<file path="src/rtl/mult_pkg.sv">
// Shared types and constants for the shift-add multiplier.
// Holds the FSM state encoding and the default operand width.
package mult_pkg;

    typedef enum logic [1:0] {
        IDLE = 2'd0,
        CALC = 2'd1,
        DONE = 2'd2
    } state_t;

    localparam int DEFAULT_WIDTH = 8;

endpackage

</file>
<file path="src/rtl/ripple_adder.sv">
// N-bit ripple-carry adder built from single-bit full-adder cells.
// Carry out of the top bit is discarded, so the MSB stage is a plain sum.
module full_adder (
    input  logic i_a,
    input  logic i_b,
    input  logic i_c,
    output logic o_s,
    output logic o_c
);
    assign o_s = i_a ^ i_b ^ i_c;
    assign o_c = (i_a & i_b) | (i_c & (i_a ^ i_b));
endmodule

module ripple_adder #(
    parameter int N = 16
) (
    input  logic [N-1:0] i_a,
    input  logic [N-1:0] i_b,
    output logic [N-1:0] o_sum
);
    logic [N-1:0] w_carry;

    assign w_carry[0] = 1'b0;

    for (genvar i = 0; i < N - 1; i++) begin : g_cell
        full_adder u_fa (
            .i_a (i_a[i]),
            .i_b (i_b[i]),
            .i_c (w_carry[i]),
            .o_s (o_sum[i]),
            .o_c (w_carry[i+1])
        );
    end

    // Top stage: its carry would leave the word, so only the sum is formed.
    assign o_sum[N-1] = i_a[N-1] ^ i_b[N-1] ^ w_carry[N-1];
endmodule

</file>
<file path="src/rtl/shift_add_mult.sv">
// Sequential shift-and-add multiplier, unsigned or two's-complement per operation.
// Define SHIFT_ADD_MULT_EARLY_EXIT_EN to finish CALC once the multiplier is exhausted.
module shift_add_mult
    import mult_pkg::*;
#(
    parameter int WIDTH = DEFAULT_WIDTH
) (
    input  logic               CLK,
    input  logic               RST,
    input  logic               in_valid,
    output logic               in_ready,
    input  logic [WIDTH-1:0]   A,
    input  logic [WIDTH-1:0]   B,
    input  logic               signed_mode,
    output logic               out_valid,
    input  logic               out_ready,
    output logic [2*WIDTH-1:0] Y,
    output logic               busy,
    output state_t             dbg_state
);
    localparam int PW = 2 * WIDTH;
    localparam int CW = $clog2(WIDTH + 1);
    localparam logic [CW-1:0]    LAST_STEP = CW'(WIDTH - 1);
    localparam logic [WIDTH-1:0] ONE_W     = WIDTH'(1);
    localparam logic [PW-1:0]    ONE_P     = PW'(1);

    state_t           r_state;
    state_t           w_next_state;
    logic [PW-1:0]    r_mcand;
    logic [PW-1:0]    r_acc;
    logic [PW-1:0]    r_y;
    logic [WIDTH-1:0] r_mplier;
    logic [CW-1:0]    r_cnt;
    logic             r_sign;

    logic [WIDTH-1:0] w_a_mag;
    logic [WIDTH-1:0] w_b_mag;
    logic [PW-1:0]    w_sum;
    logic [PW-1:0]    w_acc_next;
    logic [PW-1:0]    w_y_next;
    logic [WIDTH-1:0] w_mplier_next;
    logic             w_last;

    // Magnitudes fit in WIDTH bits: negating the most negative value gives 2^(WIDTH-1).
    assign w_a_mag = (signed_mode && A[WIDTH-1]) ? (~A + ONE_W) : A;
    assign w_b_mag = (signed_mode && B[WIDTH-1]) ? (~B + ONE_W) : B;

    ripple_adder #(.N(PW)) u_adder (
        .i_a   (r_acc),
        .i_b   (r_mcand),
        .o_sum (w_sum)
    );

    assign w_acc_next    = r_mplier[0] ? w_sum : r_acc;
    assign w_mplier_next = r_mplier >> 1;
    assign w_y_next      = r_sign ? (~w_acc_next + ONE_P) : w_acc_next;

`ifdef SHIFT_ADD_MULT_EARLY_EXIT_EN
    assign w_last = (r_cnt == LAST_STEP) || (w_mplier_next == '0);
`else
    assign w_last = (r_cnt == LAST_STEP);
`endif

    // Handshakes: an input transfer happens on an edge with in_valid && in_ready,
    // an output transfer on an edge with out_valid && out_ready; neither side
    // may depend on the other's readiness, and valid is never withdrawn by the DUT.
    always_comb begin
        w_next_state = r_state;
        case (r_state)
            IDLE:    if (in_valid)  w_next_state = CALC;
            CALC:    if (w_last)    w_next_state = DONE;
            DONE:    if (out_ready) w_next_state = IDLE;
            default: w_next_state = IDLE;
        endcase
    end

    always_ff @(posedge CLK) begin
        if (!RST) begin
            r_state  <= IDLE;
            r_mcand  <= '0;
            r_acc    <= '0;
            r_y      <= '0;
            r_mplier <= '0;
            r_cnt    <= '0;
            r_sign   <= 1'b0;
        end else begin
            r_state <= w_next_state;
            case (r_state)
                IDLE: if (in_valid) begin
                    r_mcand  <= {{WIDTH{1'b0}}, w_a_mag};
                    r_mplier <= w_b_mag;
                    r_sign   <= signed_mode & (A[WIDTH-1] ^ B[WIDTH-1]);
                    r_acc    <= '0;
                    r_cnt    <= '0;
                end
                CALC: begin
                    r_acc    <= w_acc_next;
                    r_mcand  <= r_mcand << 1;
                    r_mplier <= w_mplier_next;
                    r_cnt    <= r_cnt + CW'(1);
                    if (w_last) r_y <= w_y_next;
                end
                default: ;
            endcase
        end
    end

    assign in_ready  = (r_state == IDLE);
    assign out_valid = (r_state == DONE);
    assign busy      = (r_state != IDLE);
    assign Y         = r_y;
    assign dbg_state = r_state;

endmodule

</file>
<file path="config.mk">
export PLATFORM = sky130hd
export DESIGN_NAME = shift_add_mult
export DESIGN_NICKNAME = d
export VERILOG_FILES = /design/src/rtl/mult_pkg.sv /design/src/rtl/ripple_adder.sv /design/src/rtl/shift_add_mult.sv
export SDC_FILE = /design/constraint.sdc
export NUM_CORES = 1
export LEC_CHECK = 0
export ABC_AREA = 1
export CAP_MARGIN = 20
export CORE_UTILIZATION = 50
export DETAILED_ROUTE_END_ITERATION = 8
export PLACE_DENSITY = 0.72
export SLEW_MARGIN = 25
export SYNTH_ARGS = -nofsm -noshare
export SYNTH_HDL_FRONTEND = slang
export SYNTH_HIERARCHICAL = 1
export SYNTH_SLANG_ARGS = --single-unit
</file>
<file path="constraint.sdc">
create_clock -name CLK -period 21.8 [get_ports CLK]
set_clock_uncertainty 0.05 [all_clocks]
set_input_delay 3.27 -clock CLK [delete_from_list [all_inputs] [get_ports CLK]]
set_output_delay 3.27 -clock CLK [all_outputs]
set_load 0.005 [all_outputs]
</file>
==> metrics.cfg <==
[placement]
dp_hpwl_um = 5990
place.port_buffers = 41
globalplace.congestion = 0.828

[outcome]
status = finished clean

[floorplanning]
row_count = 31
dieWidth_um = 88.3
die_h_um = 88.3
num_io_pins = 42
core_mm2 = 0.00721
die-area_mm2 = 0.00780
start_util = 0.517

[logic_synthesis]
synthCells = 560
avgSynthCellArea_um2 = 6.66
ys_types = 34
yosysSeqAreaShare = 0.338
ys_async_sr_fraction = 0
synth_ff_type = dfxtp_1
synth_nets = 600
ys_warn_count = 6
synth_area_mm2 = 0.00373
synth-edff-count = 0
ys_ff_latch = 63

[sta]
setup_tns_ns = 0
tightest_slew_ns = 0.970
period_minus_slack_ns = 7.26
slew_viol_final = 0
rsz0062_at_grt = false
fmax_ghz = 0.138
period_share = 0.333
timing.hold.ws_ns = 0.425
finalSetupViolations = 0
hold_viol_final = 0
slew_headroom = 0.352

[setup_path]
cp.arrival_ns = 7.49
critPathKind = register to register
path_cells = fa_1 > fa_1 > fa_1 > fa_1 > fa_1 > fa_1 > fa_1 > fa_1 > fa_1 > fa_1 > fa_1 > fa_1 > fa_1 > fa_1 > fa_1 > nand3_1 > nand2_1 > or2_2 > o21ai_0 > inv_1 > nand3_1 > nand2_1 > a21oi_1
cp.required_ns = 22.03
crit_path_end_kind = register
path_common_cell = fa_1
crit_buf_inv = 1
startpoint_type = register
slowest_delay_ns = 0.44
crit_fanout = 3
slowest_stage = fa_1
critPathTopFamily = adder cells
r2r_slack_ns = 14.54

[global_route]
grt_pass1_wl_um = 14000
grt_pass1_vias = 3104
gr-total-overflow = 0
grt_antenna_before_repair = 0
track_usage = 0.229
grt_max_degree = 46

[routing]
routed-via-count = 3627
finalWirelength_um = 8340
post_drt_wl_per_cell_um = 12.0
via_per_inst = 5.22
drc = 0
antenna_left = 0
drt_iter0_drc = 174
dr.pass1.iters = 5

[clock_network]
path_clk_slew_ns = 0.07
numCtsBuffers = 9
clkSinkCount = 63
hold_buffers = 0
post_cts_buffers = 0
htree_levels = 3
clock_path_buffers = 2
clockRootBuffer = clkbuf_8
insertion_delay_ns = 0.34
tritoncts = yes
cts_resized = 0

[power_and_ir_drop]
irDropWorstVdd_mv = 0.0291
p_per_area_mw_per_mm2 = 59.8
power.total_uw = 259
p_leak_uw = 0.00185

[cells_and_area]
final_cell_mix = 196 x nand2_1, 63 x dfxtp_1, 58 x inv_1
final_common_cell = nand2_1
antenna_cells = 0
fin_nets = 631
drive_gt1_frac = 0.0487
area_growth_pct = 16.5

[job]
maxCapViolCount = 0

[min_path]
min_path_type = register to register

area by class of cell:
| class | instances | area, um^2 |
|---|---|---|
| fill | 712 | 2870 |
| multi-input combinational | 410 | 2110 |
| sequential | 63 | 1260 |
| timing repair buffer | 44 | 433 |
| inverter | 63 | 236 |
| clock buffer | 13 | 159 |
| tap | 99 | 124 |
| clock inverter | 3 | 17.5 |
tightest hold or removal path, cell delays in order (launching register included):
cell     delay, ns
dfxtp_1       0.31
nand2_1       0.06
a21oi_1       0.06
registers in the layout, indices dropped and copies added (netlist names):
name	count
Y	16
r_sign	1
r_acc	16
r_cnt	4
r_mcand	16
dbg_state	2
r_mplier	8
stage by stage:
stage          instance area (um^2)   util  cells  worst slack (ns)
3_5_place_dp                   4170  0.577    679             14.58
6_report                       4340  0.602    695             14.54
2_1_floorplan                  3730      -    560             14.84
3_3_place_gp                   4170  0.577    679             14.64
5_1_grt                        4340  0.602    695             14.18
4_1_cts                        4340  0.602    695             14.55
layer usage:
layer,up-vias,wire length [um],GRT usage
li1,1852,-,-
met1,1656,4080,0.322
met2,107,3730,0.350
met3,12,400,0.0457
met4,0,127,0.0792
met5,-,0,0
Yosys cell counts (8+ instances only):
cell / number / area, um^2
nand2_1: 196 / 736
inv_1: 58 / 218
clkbuf_1: 12 / 45.0
o21ai_0: 40 / 200
dfxtp_1: 63 / 1260
buf_2: 8 / 40.0
a31oi_1: 13 / 81.3
a21oi_1: 51 / 255
nand3_1: 35 / 175
fa_1: 15 / 300
nor2_1: 29 / 109
worst paths after layout:
check,startpoint,to,cells past startpoint
worst max-delay path,r_acc[0],Y[15],23
worst min-delay path,r_mplier[7],r_mplier[7],2
worst max register to register,r_acc[0],Y[15],23
worst min register to register,r_mplier[7],r_mplier[7],2
logic make-up after synthesis:
group | Yosys count | synth area share
flops | 63 | 0.338
simple gates | 271 | 0.294
xor+xnor | 4 | 0.00940
compound gates | 115 | 0.168
buf+inv | 87 | 0.0953
other cells | 1 | 0.00101
fa+ha+maj | 19 | 0.0940
power by group:
group	internal, uW	switching, uW
Clock	47.2	45.1
Sequential	118	4.58
Combinational	16.3	28.0
Total	182	77.7
(Power assumes the default switching activity.)
